**config.mk**
```make
export PLATFORM = sky130hd
export DESIGN_NAME = lc3_controller
export DESIGN_NICKNAME = d
export VERILOG_FILES = /design/src/rtl/lc3_controller.sv
export SDC_FILE = /design/constraint.sdc
export NUM_CORES = 1
export LEC_CHECK = 0
export CORE_ASPECT_RATIO = 0.8
export CORE_UTILIZATION = 43
export DETAILED_ROUTE_END_ITERATION = 8
export GPL_ROUTABILITY_DRIVEN = 0
export GPL_TIMING_DRIVEN = 0
export PLACE_DENSITY_LB_ADDON = 0.08
export SYNTH_ARGS = -nofsm -noshare
export SYNTH_HDL_FRONTEND = slang
export SYNTH_SLANG_ARGS = --single-unit
export TNS_END_PERCENT = 5
```
**constraint.sdc**
```tcl
create_clock -name clk -period 4.35 [get_ports clk]
set_clock_uncertainty 0.15 [all_clocks]
set_input_delay 1.305 -clock clk [delete_from_list [all_inputs] [get_ports clk]]
set_output_delay 1.305 -clock clk [all_outputs]
set_load 0.03 [all_outputs]
```
**src/rtl/lc3_controller.sv**
```systemverilog
// LC3 control unit: Moore FSM sequencing fetch, decode and multi-cycle execute.
// Optional TRAP execution is built when LC3_TRAP_EN is defined; otherwise TRAP halts.
module lc3_controller (
    input  logic        clk,
    input  logic        reset,
    input  logic [15:0] IR,
    input  logic        N,
    input  logic        Z,
    input  logic        P,
    output logic [1:0]  aluControl,
    output logic        enaALU,
    output logic        enaMARM,
    output logic        enaPC,
    output logic        enaMDR,
    output logic [2:0]  SR1,
    output logic [2:0]  SR2,
    output logic [2:0]  DR,
    output logic        regWE,
    output logic        memWE,
    output logic        flagWE,
    output logic [1:0]  selPC,
    output logic        selMAR,
    output logic        selEAB1,
    output logic [1:0]  selEAB2,
    output logic        selMDR,
    output logic        ldPC,
    output logic        ldIR,
    output logic        ldMAR,
    output logic        ldMDR,
    output logic        halted
);

    typedef enum logic [4:0] {
        S_F0, S_F1, S_F2, S_DEC, S_ALU, S_BR, S_JMP, S_JSR, S_LEA,
        S_MA, S_RD, S_IND, S_RD2, S_WB, S_SV, S_WR,
        S_T0, S_T1, S_T2, S_T3, S_HALT
    } state_t;

    state_t state_q, state_d;
    logic [3:0] op;

    assign op = IR[15:12];

    // State register with synchronous reset back to fetch
    always_ff @(posedge clk) begin
        if (reset) state_q <= S_F0;
        else       state_q <= state_d;
    end

    // Next-state and control outputs; reset suppresses every load and write
    always_comb begin
        state_d    = state_q;
        aluControl = 2'b00;
        enaALU     = 1'b0;
        enaMARM    = 1'b0;
        enaPC      = 1'b0;
        enaMDR     = 1'b0;
        SR1        = IR[8:6];
        SR2        = IR[2:0];
        DR         = IR[11:9];
        regWE      = 1'b0;
        memWE      = 1'b0;
        flagWE     = 1'b0;
        selPC      = 2'b00;
        selMAR     = 1'b0;
        selEAB1    = 1'b0;
        selEAB2    = 2'b00;
        selMDR     = 1'b0;
        ldPC       = 1'b0;
        ldIR       = 1'b0;
        ldMAR      = 1'b0;
        ldMDR      = 1'b0;
        halted     = 1'b0;
        case (state_q)
            S_F0: begin
                enaPC = 1'b1; ldMAR = 1'b1; ldPC = 1'b1;
                state_d = S_F1;
            end
            S_F1: begin
                ldMDR = 1'b1; selMDR = 1'b1;
                state_d = S_F2;
            end
            S_F2: begin
                enaMDR = 1'b1; ldIR = 1'b1;
                state_d = S_DEC;
            end
            S_DEC: begin
                case (op)
                    4'b0001, 4'b0101, 4'b1001: state_d = S_ALU;
                    4'b0000: state_d = S_BR;
                    4'b1100: state_d = S_JMP;
                    4'b0100: state_d = S_JSR;
                    4'b1110: state_d = S_LEA;
                    4'b0010, 4'b0110, 4'b1010,
                    4'b0011, 4'b0111, 4'b1011: state_d = S_MA;
`ifdef LC3_TRAP_EN
                    4'b1111: state_d = S_T0;
`endif
                    default: state_d = S_HALT;
                endcase
            end
            S_ALU: begin
                enaALU = 1'b1; regWE = 1'b1; flagWE = 1'b1;
                case (op)
                    4'b0101: aluControl = 2'b01;
                    4'b1001: aluControl = 2'b10;
                    default: aluControl = 2'b00;
                endcase
                state_d = S_F0;
            end
            S_BR: begin
                ldPC = (IR[11] & N) | (IR[10] & Z) | (IR[9] & P);
                selPC = 2'b01; selEAB2 = 2'b10;
                state_d = S_F0;
            end
            S_JMP: begin
                ldPC = 1'b1; selPC = 2'b01; selEAB1 = 1'b1;
                state_d = S_F0;
            end
            S_JSR: begin
                enaPC = 1'b1; DR = 3'd7; regWE = 1'b1;
                ldPC = 1'b1; selPC = 2'b01;
                selEAB1 = ~IR[11];
                selEAB2 = IR[11] ? 2'b11 : 2'b00;
                state_d = S_F0;
            end
            S_LEA: begin
                enaMARM = 1'b1; selEAB2 = 2'b10;
                regWE = 1'b1; flagWE = 1'b1;
                state_d = S_F0;
            end
            S_MA: begin
                enaMARM = 1'b1; ldMAR = 1'b1;
                // LDR/STR are base+offset6, the rest PC+offset9
                if (op == 4'b0110 || op == 4'b0111) begin
                    selEAB1 = 1'b1; selEAB2 = 2'b01;
                end else begin
                    selEAB2 = 2'b10;
                end
                if (op == 4'b0011 || op == 4'b0111) state_d = S_SV;
                else                                 state_d = S_RD;
            end
            S_RD: begin
                ldMDR = 1'b1; selMDR = 1'b1;
                if (op == 4'b1010 || op == 4'b1011) state_d = S_IND;
                else                                 state_d = S_WB;
            end
            S_IND: begin
                enaMDR = 1'b1; ldMAR = 1'b1;
                state_d = (op == 4'b1011) ? S_SV : S_RD2;
            end
            S_RD2: begin
                ldMDR = 1'b1; selMDR = 1'b1;
                state_d = S_WB;
            end
            S_WB: begin
                enaMDR = 1'b1; regWE = 1'b1; flagWE = 1'b1;
                state_d = S_F0;
            end
            S_SV: begin
                SR1 = IR[11:9]; enaALU = 1'b1; aluControl = 2'b11;
                ldMDR = 1'b1;
                state_d = S_WR;
            end
            S_WR: begin
                memWE = 1'b1;
                state_d = S_F0;
            end
            S_T0: begin
                enaPC = 1'b1; DR = 3'd7; regWE = 1'b1;
                state_d = S_T1;
            end
            S_T1: begin
                enaMARM = 1'b1; selMAR = 1'b1; ldMAR = 1'b1;
                state_d = S_T2;
            end
            S_T2: begin
                ldMDR = 1'b1; selMDR = 1'b1;
                state_d = S_T3;
            end
            S_T3: begin
                enaMDR = 1'b1; selPC = 2'b10; ldPC = 1'b1;
                state_d = S_F0;
            end
            S_HALT: begin
                halted = 1'b1;
            end
            default: state_d = S_F0;
        endcase
        if (reset) begin
            ldPC   = 1'b0;
            ldIR   = 1'b0;
            ldMAR  = 1'b0;
            ldMDR  = 1'b0;
            regWE  = 1'b0;
            memWE  = 1'b0;
            flagWE = 1'b0;
            halted = 1'b0;
        end
    end

endmodule

```
Word level (Yosys, flattened, before mapping). Memory sizes are Yosys's and may differ from the RTL's. Index checks and enable logic that the tools add are counted.

Order comparisons: 0. Multiply operators: 0. Reduce and logical (&&, ||, !) cells: 17. Add/sub/neg operators: 0. Equality and inequality tests: 27. Div/mod/pow operators: 0. Muxes and demuxes: 36. Shift-type cells: 0. Bitwise logic cells: 6.

Operators by type and width (number): $pmux W5 S13 (1); $eq A5 B4 Y1 const B (8); $eq A5 B5 Y1 const B (5); $mux W1 (22); $eq A5 B3 Y1 const B (4); $reduce_or A4 Y1 (4); $eq A4 B3 Y1 const B (3); $eq A4 B4 Y1 const B (3); $mux W3 (4); $pmux W2 S2 (3); $reduce_or A3 Y1 (4); $eq A5 B2 Y1 const B (2); $reduce_or A5 Y1 (2); $mux W2 (3); $pmux W2 S3 (1); $reduce_or A2 Y1 (3); $eq A5 B1 Y1 const B (1); $logic_not A5 Y1 (1); $eq A4 B2 Y1 const B (1); $and A1 B1 Y1 (3); $logic_or A1 B1 Y1 (3); $pmux W1 S3 (1); $or A1 B1 Y1 (2); $pmux W1 S2 (1); $not A1 Y1 (1).

Output and inout bits: 30. Logic and storage cells: 88. Register bits: 5. RAM bits: 0. Bits in latches: 0. Input port bits: 21. Memories: 1. Memory bits (read-only): 80.

Memories: (name not given) (depth 16, width 5, read ports 1, clocked after memory_dff 0, wr ports 0, RTL line 88) `case (op)`.

Depth between registers and ports, before layout.
Depth in word-level cells: 5. Gate-level depth with buffers: 6. Depth with buffers taken out: 4.

Worst setup path before layout. Ideal clock, no wire load.

Path type: in2out. From: input reset. To: output ldIR. Path buffers: 1. Path slack: 334 ps. Stages on the path: 2. Required time: 2895 ps. Arrival time: 2561 ps. Cell sequence: clkbuf_1 nor4b_1.

Word-level cells in the longest chain between the ends: 1.

Ends and longest elaborated chain: start, declared (RTL line 5) `input logic reset,`; $mux W1 (RTL line 190) `if (reset) begin`; end, declared (RTL line 27) `output logic ldIR,`.

Every way passes these cells.

Worst setup path in the final report.
From: input IR[11]. To: output ldPC.

Word-level cells in the longest chain between the ends: 5.

Ends and longest elaborated chain: start, declared (RTL line 6) `input logic [15:0] IR,`; $and A1 B1 Y1 (RTL line 112) `ldPC = (IR[11] & N) | (IR[10] & Z) | (IR[9] & P);`; $or A1 B1 Y1 (2 in a row) (RTL line 112); $pmux W1 S2 (RTL line 74) `case (state_q)`; $mux W1 (RTL line 190); end, declared (RTL line 26) `output logic ldPC,`.

Every way passes these cells.

==> results.txt <==
Run status -> complete, no violations
Post-Synth Adder-Cell Area -> 0%
Antenna cell count -> 0
Global route overflow -> 0
Initial antenna violation count -> 0
RSZ-0062 raised after global routing -> true
Syn Nets -> 169
Lkg Pwr -> 0.000605 uW
Height of the die -> 44.9 um
WL met3 -> 432 um
Synth Area in XOR/XNOR -> 3.55%
Synth Warn # -> 0
Post-Syn Area per Cell -> 6.67 um2
Max reg flops -> 5
Met2 Wirelength -> 1.63 mm
Seq/Total Area, Yosys -> 10.1%
Final worst slack -> 0.0411 ns
Vias in the first global route -> 1236
Most flops, register -> state_q
Setup crit end kind -> output port
First-pass GRT wire length -> 5.64 mm
1st-pass router iterations -> 4
Placed cell areas -> 1450 um2
Total number of vias -> 1394
WL met1 -> 1.49 mm
Wire per inst -> 16.3 um
DRT iter0 DRCs -> 83
Top routing layer in use -> met4
CP Class -> primary input to output port
Core area -> 2160 um2
Share of post-route cells with drive strength above 1 -> 12.8%
Hold crit path type -> flop to flop
Max clock buf depth -> 2
Worst path required time -> 2.89 ns
Crit path DAT -> 2.85 ns
Worst path cell trace -> clkdlybuf4s50_1, a222oi_1, nor3b_1, a21oi_1, o31ai_1, dlygate4sd1_1
Crit-path max cell delay -> 0.54 ns
Complex-gate fraction of the synthesized area -> 29.7%
Critical path startpoint category -> primary input
Setup Slack @ Placement -> -0.356 ns
Top_reg_cell synth -> dfxtp_1
Buf/Inv on CP -> 2
Commonest non-fill, non-tap cell in the layout -> clkdlybuf4s50_1
Layout area overhead -> 47.4%
Largest registers -> state_q: 5 flops
Largest family of logic cells by synthesized area -> simple AND/OR/NAND/NOR gates
Mux cell area share after synthesis -> 5.45%
Clk slew on worst S/H paths -> 0.04 ns
Overall Power -> 418 uW
CTS tree -> yes
Slew headroom -> 65.3%
Asr flop ratio synth -> 0%
CP max FO -> 5
Period Utilization, post-route -> 99.1%
Gr usage total -> 28.4%
Max Clock Freq -> 232 MHz
I/O pin total -> 51
Row Count -> 15
Number of remaining DRC errors -> 0
Number of max-cap violations -> 0
Worst Tran Pin Value -> 0.516 ns
Post-synth top area share -> 10.1%
Synth top area cells -> dfxtp_1, nand2b_1, nor3_1
Worst VDD drop -> 197 uV
Most frequent cells in the layout -> clkdlybuf4s50_1, nor3_1, nand2b_1
Largest area contributor in the netlist -> dfxtp_1
Pwr Density -> 287 nW/um2
Final setup viols -> 0
Initial Utilization -> 45.7%
Synthesis-stage register bit count -> 5
Total Die Area -> 2490 um2
Largest net degree at the start of global routing -> 11
CP top delay family -> buffers and inverters
Clock Sinks -> 5
Synth Cell Area -> 987 um2
IO buf count -> 43
H-tree lvl count -> 1
Final net count -> 217
Number of vias per cell -> 6.34
Total Wirelength -> 3.58 mm
Synth Instances -> 148
Final non-filler cell area -> 1460 um2
Final Hold Vio Count -> 0
Die width -> 55.6 um
EDFF count, synth -> 0
Simple-gate share of the synthesized area -> 38.3%
Clock Latency Late Sink -> 0.26 ns
Num CTS Buffers -> 3
DP Wirelength -> 2.64 mm
Root Driver -> clkbuf_4
Antenna-violating nets left -> 0
Critical-path top delay cell -> clkdlybuf4s50_1
Post-route minimum period -> 4.31 ns
Max-slew violation count -> 0
Unique cell type count in the Yosys netlist -> 44
logic make-up (layout without fill, tap and decap cells):
| family | Yosys count | count (layout) |
|---|---|---|
| xor+xnor | 4 | 4 |
| compound gates | 43 | 43 |
| simple gates | 68 | 68 |
| mux | 5 | 5 |
| buf+inv | 23 | 70 |
| flops | 5 | 5 |
power breakdown:
part           internal (uW)  switching (uW)
Sequential              52.4            8.52
Combinational            116             182
Clock                   35.0            24.3
Total                    203             215
path summary, 6_finish.rpt:
check,slack [ns],to,depth (start not counted),start
min,0.64,state_q[0],3,state_q[3]
max reg2reg,2.60,state_q[1],5,state_q[4]
max,0.04,ldPC,6,IR[11]
min reg2reg,0.64,state_q[0],3,state_q[3]
metal layers:
layer	vias up	track usage, %
li1	651	-
met1	629	37.8
met2	109	47.5
met3	5	6.02
met4	0	8.00
met5	-	0
cell usage after synthesis, drive strengths merged, types with 3 or more instances:
library cell,count
nor3,14
buf,12
inv,6
nand2,6
nand4,4
a21oi,11
mux2,3
nor2b,3
o21ai,5
or3,3
o22ai,3
or2,3
dfxtp,5
nand3,5
a31oi,5
nand2b,12
nor2,9
clkbuf,5
xor2,3
worst min-delay path: cells and delay by family (launching register included):
| kind | cells | cell delay [ns] |
|---|---|---|
| flip-flops | 1 | 0.37 |
| AO/OA/AOI/OAI | 2 | 0.19 |
| AND/OR/NAND/NOR | 1 | 0.17 |
stage by stage:
step	utilization, %	TNS [ns]	cells	hold slack, ns
after CTS	67.9	0	220	0.610
final	67.4	0	220	0.635
after global placement	67.1	-1.38	216	0.590
after detailed placement	67.1	-1.40	216	0.594
after global routing	67.4	-0.0549	220	0.676
after floorplan	-	0	148	0.513
repair_timing:
| item | CTS | global route |
|---|---|---|
| hold buffers | 0 | 0 |
| endpoints found under the setup margin | 11 | 4 |
| buffers inserted | 0 | 0 |
| resized for setup | 15 | 7 |
| pin swaps | 0 | 0 |
cell type report:
cell class,count,area [um2]
buffer,17,106
tap,25,31.3
timing repair buffer,43,409
clock buffer,4,26.3
sequential,5,100
multi-input combinational,120,759
fill,204,703
inverter,6,22.5
Note: power is estimated with default switching activity, not from simulation.
